==> src/rtl/sat_pkg.sv <==
// Shared types and literal helpers for the clause evaluation path.
package sat_pkg;

  localparam int unsigned NSAT_DEF  = 3;
  localparam int unsigned LIT_MAX_W = 16;
  localparam int unsigned LIT_SEL_W = $clog2(LIT_MAX_W);

  typedef enum logic [1:0] {
    IDLE,
    ISSUE,
    DRAIN,
    DONE
  } feeder_state_e;

  // Width of one {neg, var_idx} literal field.
  function automatic int unsigned lit_w(input int unsigned num_vars);
    return int'($clog2(num_vars)) + 1;
  endfunction

  function automatic logic [LIT_MAX_W-1:0] lit_mask(input logic [LIT_SEL_W-1:0] var_w);
    return (LIT_MAX_W'(1) << var_w) - LIT_MAX_W'(1);
  endfunction

  function automatic logic [LIT_MAX_W-1:0] lit_pack(input logic                 neg,
                                                   input logic [LIT_MAX_W-1:0] var_idx,
                                                   input logic [LIT_SEL_W-1:0] var_w);
    logic [LIT_MAX_W-1:0] l;
    l        = var_idx & lit_mask(var_w);
    l[var_w] = neg;
    return l;
  endfunction

  function automatic logic lit_neg(input logic [LIT_MAX_W-1:0] lit,
                                   input logic [LIT_SEL_W-1:0] var_w);
    return lit[var_w];
  endfunction

  function automatic logic [LIT_MAX_W-1:0] lit_var(input logic [LIT_MAX_W-1:0] lit,
                                                   input logic [LIT_SEL_W-1:0] var_w);
    return lit & lit_mask(var_w);
  endfunction

endpackage

==> src/rtl/literal_resolve.sv <==
// Combinational literal decode: per literal, select the assigned variable value
// and pass the negation bit through.
module literal_resolve
  import sat_pkg::*;
#(
  parameter int unsigned NSAT     = NSAT_DEF,
  parameter int unsigned NUM_VARS = 64
) (
  input  logic [NUM_VARS-1:0]             assign_i,
  input  logic [NSAT*lit_w(NUM_VARS)-1:0] cls_data_i,
  output logic [NSAT-1:0]                 val_o,
  output logic [NSAT-1:0]                 neg_o
);

  localparam int unsigned LW    = lit_w(NUM_VARS);
  localparam int unsigned VAR_W = LW - 1;

  logic [LIT_MAX_W-1:0] lit;
  logic [LIT_MAX_W-1:0] idx;

  // Out-of-range variable indices resolve to 0.
  always_comb begin
    val_o = '0;
    neg_o = '0;
    lit   = '0;
    idx   = '0;
    for (int unsigned j = 0; j < NSAT; j++) begin
      lit      = LIT_MAX_W'(cls_data_i[j*LW +: LW]);
      idx      = lit_var(lit, LIT_SEL_W'(VAR_W));
      neg_o[j] = lit_neg(lit, LIT_SEL_W'(VAR_W));
      if (idx < LIT_MAX_W'(NUM_VARS)) begin
        val_o[j] = assign_i[idx[VAR_W-1:0]];
      end
    end
  end

endmodule

==> src/rtl/clause_feeder.sv <==
// Clause feeder: walks clause memory one clause per cycle, drives resolved
// literals to the evaluator and accumulates its break responses.
module clause_feeder
  import sat_pkg::*;
#(
  parameter int unsigned NSAT        = NSAT_DEF,
  parameter int unsigned NUM_VARS    = 64,
  parameter int unsigned NUM_CLAUSES = 256,
  parameter int unsigned EVAL_LAT    = 1
) (
  input  logic                              clk_i,
  input  logic                              reset_i,
  input  logic                              start_i,
  input  logic [$clog2(NUM_CLAUSES):0]      num_clauses_i,
  input  logic [NUM_VARS-1:0]               assign_i,
  output logic                              cls_rd_o,
  output logic [$clog2(NUM_CLAUSES)-1:0]    cls_addr_o,
  input  logic [NSAT*lit_w(NUM_VARS)-1:0]   cls_data_i,
  output logic [NSAT-1:0]                   var_val_o,
  output logic [NSAT-1:0]                   var_neg_o,
  input  logic                              break_i,
  output logic                              busy_o,
  output logic                              done_o,
  output logic                              sat_o,
  output logic [$clog2(NUM_CLAUSES):0]      unsat_count_o,
  output logic [$clog2(NUM_CLAUSES)-1:0]    first_unsat_o,
  output logic                              first_unsat_valid_o
);

  localparam int unsigned CLS_W     = $clog2(NUM_CLAUSES);
  localparam int unsigned DEPTH     = 1 + EVAL_LAT;
  localparam int unsigned DRAIN_CYC = 2 + EVAL_LAT;
  localparam int unsigned DRN_W     = $clog2(DRAIN_CYC);

  feeder_state_e state_q, state_d;

  logic [NUM_VARS-1:0] assign_q;
  logic [CLS_W:0]      n_q;
  logic [DRN_W-1:0]    drain_q;
  logic                rd_q;
  logic [CLS_W-1:0]    rd_idx_q;
  logic [DEPTH-1:0]    tag_v_q;
  logic [CLS_W-1:0]    tag_idx_q [DEPTH];
  logic [NSAT-1:0]     res_val;
  logic [NSAT-1:0]     res_neg;
  logic                start_acc;
  logic                last_issue;
  logic                drain_end;
  logic                brk_hit;

  literal_resolve #(
    .NSAT     (NSAT),
    .NUM_VARS (NUM_VARS)
  ) u_resolve (
    .assign_i   (assign_q),
    .cls_data_i (cls_data_i),
    .val_o      (res_val),
    .neg_o      (res_neg)
  );

  // Next-state decode and state-derived strobes.
  always_comb begin
    start_acc  = (state_q == IDLE) && start_i;
    last_issue = (state_q == ISSUE) && ({1'b0, cls_addr_o} == (n_q - 1'b1));
    drain_end  = (state_q == DRAIN) && (drain_q == DRN_W'(DRAIN_CYC - 1));
    brk_hit    = tag_v_q[DEPTH-1] && break_i;
    cls_rd_o   = (state_q == ISSUE);
    busy_o     = (state_q != IDLE);
    done_o     = (state_q == DONE);
    state_d    = state_q;
    case (state_q)
      IDLE:    if (start_i) state_d = (num_clauses_i == '0) ? DONE : ISSUE;
      ISSUE:   if (last_issue) state_d = DRAIN;
      DRAIN:   if (drain_end) state_d = DONE;
      DONE:    state_d = IDLE;
      default: state_d = IDLE;
    endcase
  end

  // FSM state register.
  always_ff @(posedge clk_i or negedge reset_i) begin
    if (!reset_i) state_q <= IDLE;
    else          state_q <= state_d;
  end

  // Pass parameters, issue address and drain timer.
  always_ff @(posedge clk_i or negedge reset_i) begin
    if (!reset_i) begin
      assign_q   <= '0;
      n_q        <= '0;
      cls_addr_o <= '0;
      drain_q    <= '0;
    end else begin
      if (start_acc) begin
        assign_q   <= assign_i;
        n_q        <= num_clauses_i;
        cls_addr_o <= '0;
      end else if ((state_q == ISSUE) && !last_issue) begin
        cls_addr_o <= cls_addr_o + 1'b1;
      end
      drain_q <= (state_q == DRAIN) ? drain_q + 1'b1 : '0;
    end
  end

  // Read-return tracking, decode register and clause-index tag pipe.
  always_ff @(posedge clk_i or negedge reset_i) begin
    if (!reset_i) begin
      rd_q      <= 1'b0;
      rd_idx_q  <= '0;
      var_val_o <= '0;
      var_neg_o <= '0;
      tag_v_q   <= '0;
      for (int unsigned i = 0; i < DEPTH; i++) tag_idx_q[i] <= '0;
    end else begin
      rd_q     <= cls_rd_o;
      rd_idx_q <= cls_addr_o;
      if (rd_q) begin
        var_val_o <= res_val;
        var_neg_o <= res_neg;
      end
      tag_v_q[0]   <= rd_q;
      tag_idx_q[0] <= rd_idx_q;
      for (int unsigned i = 1; i < DEPTH; i++) begin
        tag_v_q[i]   <= tag_v_q[i-1];
        tag_idx_q[i] <= tag_idx_q[i-1];
      end
    end
  end

  // Result accumulation; sat is resolved on entry to DONE so a break sampled
  // in the final drain cycle is already counted.
  always_ff @(posedge clk_i or negedge reset_i) begin
    if (!reset_i) begin
      unsat_count_o       <= '0;
      first_unsat_o       <= '0;
      first_unsat_valid_o <= 1'b0;
      sat_o               <= 1'b0;
    end else if (start_acc) begin
      unsat_count_o       <= '0;
      first_unsat_o       <= '0;
      first_unsat_valid_o <= 1'b0;
      sat_o               <= (num_clauses_i == '0);
    end else begin
      if (brk_hit) begin
        unsat_count_o <= unsat_count_o + 1'b1;
        if (!first_unsat_valid_o) begin
          first_unsat_o       <= tag_idx_q[DEPTH-1];
          first_unsat_valid_o <= 1'b1;
        end
      end
      if ((state_q == DRAIN) && drain_end) begin
        sat_o <= (unsat_count_o == '0) && !brk_hit;
      end
    end
  end

endmodule

==> config.mk <==
export PLATFORM = sky130hd
export DESIGN_NAME = clause_feeder
export DESIGN_NICKNAME = d
export VERILOG_FILES = /design/src/rtl/sat_pkg.sv /design/src/rtl/literal_resolve.sv /design/src/rtl/clause_feeder.sv
export SDC_FILE = /design/constraint.sdc
export NUM_CORES = 1
export LEC_CHECK = 0
export ABC_CLOCK_PERIOD_IN_PS = 5100
export CORE_UTILIZATION = 40
export CTS_BUF_LIST = sky130_fd_sc_hd__clkbuf_16
export DETAILED_ROUTE_END_ITERATION = 12
export HOLD_SLACK_MARGIN = 0.15
export PLACE_DENSITY_LB_ADDON = 0.1
export SLEW_MARGIN = 20
export SYNTH_ARGS = -nofsm -noshare
export SYNTH_HDL_FRONTEND = slang
export SYNTH_SLANG_ARGS = --single-unit
==> constraint.sdc <==
create_clock -name clk_i -period 5.1 [get_ports clk_i]
set_clock_uncertainty 0.1 [all_clocks]
set_input_delay 1.275 -clock clk_i [delete_from_list [all_inputs] [get_ports clk_i]]
set_output_delay 1.275 -clock clk_i [all_outputs]
set_load 0.02 [all_outputs]
Yosys cells after proc, flatten, opt, wreduce, memory -nomap -nowiden

Cells that the tools add are included.

Register bits: 137
Word-level logic and storage cells: 79

Reductions and logical operators: 18
Muxes and demuxes: 26
Equality and inequality tests: 9
Magnitude comparators: 6
Add/sub/neg operators: 4

Operator list:

| operator              | number |
|---|---|
| $lt A6 B7 Y1 const B  | 6 |
| $mux W8               | 5 |
| $bmux W1 S6           | 3 |
| $logic_not A9 Y1      | 2 |
| $mux W9               | 2 |
| $mux W1               | 10 |
| $mux W2               | 5 |
| $add A9 B1 Y9 const B | 1 |
| $eq A8 B9 Y1          | 1 |
| $sub A9 B1 Y9 const B | 1 |
| $add A8 B1 Y8 const B | 1 |
| $pmux W2 S4           | 1 |
| $reduce_bool A2 Y1    | 4 |
| $logic_and A1 B1 Y1   | 7 |
| $eq A2 B2 Y1 const B  | 3 |
| $ne A2 B1 Y1 const B  | 2 |
| $ne A2 B2 Y1 const B  | 2 |
| $reduce_and A3 Y1     | 1 |
| $add A2 B1 Y2 const B | 1 |
| $eq A2 B1 Y1 const B  | 1 |
| $logic_not A1 Y1      | 2 |
| $logic_not A2 Y1      | 1 |
| $reduce_and A2 Y1     | 1 |

Longest topological paths before layout

Gate-level depths: netlist of run 1.

Depth in word-level cells: 7
Gate-level depth with buffers: 10
Mapped depth without buffers: 9

Cells and area by module

Synthesis of run 1 repeated with hierarchy kept, for this count alone.

Cells, all modules: 683
Area total of the unflattened synthesis: 7165.6 µm²

By module, submodules not included:

| module          | cells an instance | times used | area each (µm²) |
|---|---|---|---|
| clause_feeder   | 563               | 1          | 5540.3 |
| literal_resolve | 120               | 1          | 1625.3 |

Worst setup path after synthesis of run 1

OpenSTA, ideal clock, no wires.

Path kind: input port to flip-flop
Start point: input port cls_data_i[0]
End point: register var_val_o[0]
Stages on the path: 7
Path buffers: 2
Slack: 1987 ps
Data arrival time: 2871 ps
Cell sequence: clkbuf_1 -> buf_2 -> mux4_2 -> a22oi_1 -> nand3_1 -> a21oi_1 -> o221ai_1

Longest elaborated chain between the ends: 3
Elaborated cells on any way between the ends: 4
Those cells by class: order compare (1); mux (3)

Ends and longest elaborated chain:

| item                          | line                  | source |
|---|---|---|
| from (decl)                   | clause_feeder.sv:18   | `input logic [NSAT*lit_w(NUM_VARS)-1:0] cls_data_i,` |
| $bmux W1 S6                   | literal_resolve.sv:32 | `val_o[j] = assign_i[idx[VAR_W-1:0]];` |
| $mux W1 (implied by the code) | literal_resolve.sv:32 |  |
| $mux W1 (*)                   | literal_resolve.sv:31 | `if (idx < LIT_MAX_W'(NUM_VARS)) begin` |
| to (signal assigned)          | clause_feeder.sv:118  | `var_val_o <= res_val;` |
| to (decl)                     | clause_feeder.sv:19   | `output logic [NSAT-1:0] var_val_o,` |

Every way passes the cells marked *; elsewhere a longest branch is shown, timed or not. The select of a mux whose other input is x is not followed.
A chain may end at the register's enable or synchronous reset.

Worst setup path after layout of run 1

Start point: input port cls_data_i[7]
End point: register var_val_o[1]

The elaborated chain is that of the path after synthesis.

==> results of run 1 <==
[cells by family after synthesis]
family          synth area share, %
fa+ha+maj                     1.784
flops                         48.88
compound gates                5.905
mux                           17.75
buf+inv                       2.890
xor+xnor                      2.248
simple gates                  20.55
[report_power, final]
group | switching (uW) | total, uW | internal, uW
clock | 454 | 1260 | 809
sequential | 455 | 1940 | 1490
combinational | 848 | 1720 | 876
total | 1760 | 4930 | 3170
[sequential cells by signal, indices dropped and copies added, names as in the netlist, 3 cells and up]
name / cells
n_q: 9
cls_addr_o: 8
rd_idx_q: 8
var_val_o: 3
first_unsat_o: 8
assign_q: 64
tag_idx_q: 16
unsat_count_o: 9
var_neg_o: 3
[per-stage QoR]
stage	power [uW]	cells	hold slack, ns	util, %	instance area (sq um)
final	4931	1038	0.2418	53.04	9143
after global routing	5280	1038	0.2509	53.04	9143
after CTS	4981	1038	0.2461	53.03	9140
after detailed placement	3695	1007	0.2355	49.50	8532
after global placement	3633	1007	0.2331	49.50	8532
after floorplan	3028	680	0.2312	-	7014
[critical path, stage by stage]
cell and delay [ns]:
clkdlybuf4s50_1 1.13, mux4_2 0.60, a22oi_1 0.17, nand3_1 0.12, a21oi_1 0.17, o221ai_1 0.13
[how the worst max path moves through the flow]
stage | from | end | slack (ns)
after floorplan | cls_data_i[0] | var_val_o[0] | 1.99
after global placement | cls_data_i[0] | var_val_o[0] | 1.24
after detailed placement | cls_data_i[7] | var_val_o[1] | 1.22
after CTS | cls_data_i[7] | var_val_o[1] | 1.66
after global routing | cls_data_i[7] | var_val_o[1] | 1.47
final | cls_data_i[7] | var_val_o[1] | 1.67
[cell usage after synthesis (all sizes together) (9+ instances only)]
master	number
mux4	48
inv	12
dfrtp	137
mux2i	13
ha	10
nand3	21
buf	10
clkbuf	28
nand2	255
nor2	21
a21oi	22
xnor2	9
xor2	9
o21ai	11
[cell type report]
class / count / area, sq um / area share, %
inverter: 13 / 48.80 / 0.5337
timing repair buffer: 140 / 1388 / 15.18
tap: 225 / 281.5 / 3.079
multi-input combinational: 492 / 3388 / 37.06
clock inverter: 14 / 182.7 / 1.998
sequential: 137 / 3428 / 37.50
clock buffer: 17 / 425.4 / 4.653
[placed cells by master (no fill, tap or decap), types with 4 or more instances in the layout]
cell type / n
a21oi_1: 22
a22oi_1: 6
a31oi_1: 4
buf_4: 7
bufinv_16: 4
clkbuf_16: 17
clkdlybuf4s50_1: 132
dfrtp_1: 137
ha_1: 10
inv_1: 13
mux2i_1: 13
mux4_2: 48
nand2_1: 253
nand3_1: 21
nand4_1: 7
nor2_1: 21
nor2b_1: 8
nor4_1: 4
o21ai_1: 8
or3_1: 4
xnor2_1: 9
xor2_1: 9
[metal layers]
layer	wire [um]	track usage [%]
met1	8375	29.92
met2	8615	34.95
met3	1132	5.556
met4	201	6.242
met5	0	0
==> results by group, run 1 <==
Logic synthesis
  • Yosys Warn Count: 0
  • Number of synthesized register bits: 137
  • Post-synth EDFFs: 0
  • Post-synth cell types: 48
  • Post-synth top area cell: dfrtp_1
  • Predominant post-synthesis flop cell: dfrtp_1
  • Register area share after synthesis: 48.88%
  • Avg Synthesized Cell Area: 10.32 sq um
  • Top post-synthesis cells by area: dfrtp_1, mux4_2, nand2_1
  • Cells after synthesis: 680
  • Synthesized Nets: 788
  • Mapped Area: 0.007014 sq mm
  • Asr flop ratio synth: 100.0%
  • Top cell type's share of synthesized area: 48.88%

Worst hold path
  • Min-delay src: tag_v_q[0]
  • Tightest Hold Check Type: register to register
  • Worst hold endpoint: tag_v_q[1]
  • Hold depth: 0

Clock tree
  • Post-CTS Hold Buffers: 0
  • Setup bufs post-CTS: 0
  • Clock-pin slew on the worst setup and hold paths: 0.06 ns
  • Clock Path Buffers: 2
  • Worst-Skew Late Latency: 0.42 ns
  • CTS tree: yes
  • Root Driver: clkbuf_16
  • PostCTS Resize Cnt: 0
  • Sinks on Clock Net: 137
  • CTS H-tree lvls: 4
  • CTS buffer count: 17

Detailed routing
  • First-pass iteration count of the detailed router: 5
  • DR DRC count: 0
  • Initial DRC count: 390
  • Post-route ant nets: 0
  • Vias post-DR: 5,479
  • Post-DR wirelength/cell: 17.65 um
  • Vias/cell: 5.278
  • Total wire length: 18.33 mm

Timing
  • Minimum clock period: 3.434 ns
  • Final Max Slew Viols: 0
  • Hold Fails Final Rpt: 0
  • Period utilisation layout: 67.33%
  • Worst-Margin Slew: 1.005 ns
  • Final setup vio count: 0
  • Fmax: 0.2912 GHz
  • Slew HR: 32.76%
  • RSZ-0062 raised after global routing: false
  • Setup tns final: 0 ns
  • Setup slack after layout: 1.666 ns

Worst setup path
  • Startpoint type of the worst setup path: input port
  • Reg2reg setup slack: 2.22 ns
  • Setup crit end kind: register
  • Worst Reg-to-Reg Cells: 9
  • FF-to-FF End: cls_addr_o[5]
  • Kind of critical path: input port to register
  • Crit-path max FO: 14
  • Req. time, crit path: 5.28 ns
  • WP data arrival: 3.61 ns
  • R2r startpoint: n_q[0]

Finish
  • Layout cells sized above 1: 11.93%
  • ANT cells: 0
  • Layout area overhead: 30.34%
  • Fin nets: 909
  • Number of fillers in the final layout: 1,535

Pwr
  • Power Density: 539.3 mW/mm^2
  • Maximum vdd drop: 0.0002983 V
  • P_leak: 0.004058 uW

Floorplanning
  • Die ar.: 0.01807 sq mm
  • Core area: 0.01724 sq mm
  • # rows: 48
  • Die width: 134.4 um
  • Initial core utilization: 40.69%
  • Die H: 134.4 um
  • Num ports: 134

Global route
  • Grt ovf: 0
  • Vias in the first global route: 5,647
  • GRT Util Overall: 22.01%
  • Largest net degree at the start of global routing: 112
  • First-pass GRT wire length: 30.19 mm
  • Antenna violations before repair: 0

Run
  • MaxCap Viol Count: 0

Placed design
  • Port bufs: 133
  • Routability cong.: 0.9166
  • Post-DP HPWL: 13.35 mm
  • Pre-CTS setup slack: 1.222 ns

Run status
  • Run status: complete, no violations
(Power assumes the default switching activity.)
==> run 2: changes to the inputs <==
--- a/config.mk
+++ b/config.mk
@@ -5,7 +5,7 @@
 export SDC_FILE = /design/constraint.sdc
 export NUM_CORES = 1
 export LEC_CHECK = 0
-export ABC_CLOCK_PERIOD_IN_PS = 5100
+export ABC_CLOCK_PERIOD_IN_PS = 2970
 export CORE_UTILIZATION = 40
 export CTS_BUF_LIST = sky130_fd_sc_hd__clkbuf_16
 export DETAILED_ROUTE_END_ITERATION = 12
==> constraint.sdc (replaced) <==
create_clock -name clk_i -period 2.97 [get_ports clk_i]
set_clock_uncertainty 0.1 [all_clocks]
set_input_delay 0.7425 -clock clk_i [delete_from_list [all_inputs] [get_ports clk_i]]
set_output_delay 0.7425 -clock clk_i [all_outputs]
set_load 0.02 [all_outputs]
==> results by group, run 2 (same netlist as run 1, synthesis figures left out) <==
Run status
  • Run status: complete, no violations

Finish
  • ANT cells: 0 (unchanged)
  • Max reg flops: 64 (unchanged)
  • Number of fillers in the final layout: 1,470 (-4.2%)
  • Largest registers: assign_q x64, tag_idx_q x16
  • Commonest cells after routing, fill and taps aside: nand2_1, dfrtp_1, clkdlybuf4s50_1
  • Fin nets: 919 (+1.1%)
  • Layout area overhead: 32.89%
  • Final Util: 54.08% (+1.0 points)
  • Most common cell after layout, fill and taps aside: nand2_1
  • Non-filler cells, final: 1,049 (+1.1%)
  • Layout cells sized above 1: 13.35% (+1.4 points)
  • Most flop-heavy register: assign_q

Clock tree
  • Sinks on Clock Net: 137 (unchanged)
  • Clock-pin slew on the worst setup and hold paths: 0.06 ns (about the same)
  • CTS tree: yes
  • CTS H-tree lvls: 4 (unchanged)
  • CTS buffer count: 17 (unchanged)
  • PostCTS Resize Cnt: 0 (unchanged)
  • Root Driver: clkbuf_16
  • Worst-Skew Late Latency: 0.42 ns (about the same)
  • Setup bufs post-CTS: 0 (unchanged)
  • Post-CTS Hold Buffers: 0 (unchanged)
  • Clock Path Buffers: 2 (unchanged)

Global route
  • Grt ovf: 0 (unchanged)
  • First-pass GRT wire length: 30.13 mm (-0.21%)
  • Antenna violations before repair: 0 (unchanged)
  • GRT Util Overall: 22.03% (about the same)
  • Vias in the first global route: 5,678 (+0.55%)
  • Largest net degree at the start of global routing: 101 (-9.8%)

Timing
  • Minimum clock period: 2.727 ns
  • Fmax: 0.3666 GHz
  • Final setup vio count: 0 (unchanged)
  • RSZ-0062 raised after global routing: false
  • Setup tns final: 0 ns (unchanged)
  • Slew HR: 61.68% (+29 points)
  • Final Max Slew Viols: 0 (unchanged)
  • Worst-Margin Slew: 0.5747 ns (-0.4308 ns)
  • Hold Fails Final Rpt: 0 (unchanged)
  • Period utilisation layout: 91.83%

Worst setup path
  • Slowest CP cell: or4_1
  • Worst path max stage delay: 0.53 ns (-0.60 ns)
  • Setup crit end kind: register
  • Reg2reg setup slack: 0.24 ns (-1.98 ns)
  • WP data arrival: 2.98 ns (-0.63 ns)
  • Startpoint type of the worst setup path: register
  • Req. time, crit path: 3.22 ns (-2.06 ns)
  • CP most frequent cell: a21oi_1
  • R2r startpoint: n_q[0]
  • FF-to-FF End: cls_addr_o[5]
  • Kind of critical path: register to register
  • Worst Reg-to-Reg Cells: 10 (+1)
  • Crit-path max FO: 12 (-2)
  • Crit-path cells: inv_1, ha_1, nand2b_1, a21oi_1, a311oi_1, a41oi_1, nor3_2, buf_4, or4_1, a21oi_1

Detailed routing
  • Vias/cell: 5.238 (-0.76%)
  • DR DRC count: 0 (unchanged)
  • Initial DRC count: 351 (-10%)
  • Post-DR wirelength/cell: 17.36 um (-1.6%)
  • First-pass iteration count of the detailed router: 7 (+2)
  • Vias post-DR: 5,495 (+0.29%)
  • Total wire length: 18.21 mm (-0.61%)
  • Post-route ant nets: 0 (unchanged)

Pwr
  • Maximum vdd drop: 0.0004231 V (+42%)
  • Power Density: 906.4 mW/mm^2 (+68%)
  • P_leak: 0.004128 uW (+1.7%)
  • Power Total: 8449 uW (+71%)

Worst hold path
  • Tightest Hold Check Type: input port to asynchronous set/reset pin

Floorplanning
  • # rows: 48 (unchanged)
  • Die H: 134.4 um (unchanged)
  • Die width: 134.4 um (unchanged)
  • Initial core utilization: 40.69% (unchanged)
  • Die ar.: 0.01807 sq mm (unchanged)
  • Core area: 0.01724 sq mm (unchanged)
  • Num ports: 134 (unchanged)

Placed design
  • Post-DP HPWL: 13.15 mm (-1.5%)
  • Port bufs: 133 (unchanged)
  • Routability cong.: 0.9021 (-1.6%)
  • Placed cells: 1,017 (+0.99%)

Run
  • MaxCap Viol Count: 0 (unchanged)
-- run 2: changes by cell type in the layout (fill, tap and decap cells not counted), moves of 2 or more --
cell / previous run / this run
buf_12: 0 / 10
inv_6: 0 / 5
clkinvlp_4: 2 / 6
clkinv_4: 3 / 0
bufinv_16: 4 / 2
clkinv_2: 2 / 0
-- run 2: final cells by class --
type / count / area, sq um / area share, %
clock buffers: 17 / 425.4 / 4.564
clock inverters: 15 / 163.9 / 1.758
inverters: 13 / 48.80 / 0.5235
multi-input cells: 492 / 3388 / 36.35
flip-flops and latches: 137 / 3428 / 36.78
well taps: 225 / 281.5 / 3.020
repair buffers: 150 / 1585 / 17.01
-- run 2: worst max path at each step --
stage	from	endpoint	slack [ns]
after floorplan	cls_data_i[0]	var_val_o[0]	0.39
after global placement	cls_data_i[14]	var_val_o[2]	0.13
after detailed placement	cls_data_i[14]	var_val_o[2]	0.11
after CTS	n_q[0]	cls_addr_o[5]	0.26
after global routing	n_q[0]	cls_addr_o[5]	0.005
final	n_q[0]	cls_addr_o[5]	0.24
-- run 2: through the flow --
stage / setup slack, ns / hold WS, ns / cell area (sq um)
2_1_floorplan: 0.3893 / 0.2312 / 7014
3_3_place_gp: 0.1338 / 0.2333 / 8732
3_5_place_dp: 0.1097 / 0.2362 / 8732
4_1_cts: 0.2577 / 0.2106 / 9321
5_1_grt: 0.005381 / 0.2167 / 9321
6_report: 0.2426 / 0.1851 / 9321
-- run 2: metal layers --
| metal | routed length [um] | up-vias | global-route usage (%) | share of wire, % |
|---|---|---|---|---|
| met5 | 0 | - | 0 | 0 |
| met4 | 255 | 0 | 7.428 | 1.4 |
| met3 | 953 | 26 | 4.233 | 5.2 |
| met2 | 8449 | 147 | 33.94 | 46 |
| met1 | 8555 | 2696 | 31.24 | 47 |
| li1 | - | 2626 | - | - |
-- run 2: critical path: cells and delay by family, from the launching register on --
| family | cells | cell delay [ns] |
|---|---|---|
| DFF | 1 | 0.46 |
| buffers and inverters | 2 | 0.29 |
| AOI/OAI and AO/OA | 4 | 0.74 |
| adders and majority gates | 1 | 0.27 |
| and+or+nand+nor | 3 | 0.80 |
-- run 2: report_power, final --
group          switching (uW)  internal, uW
sequential                739          2560
clock                     857          1250
combinational            1490          1550
total                    3090          5360
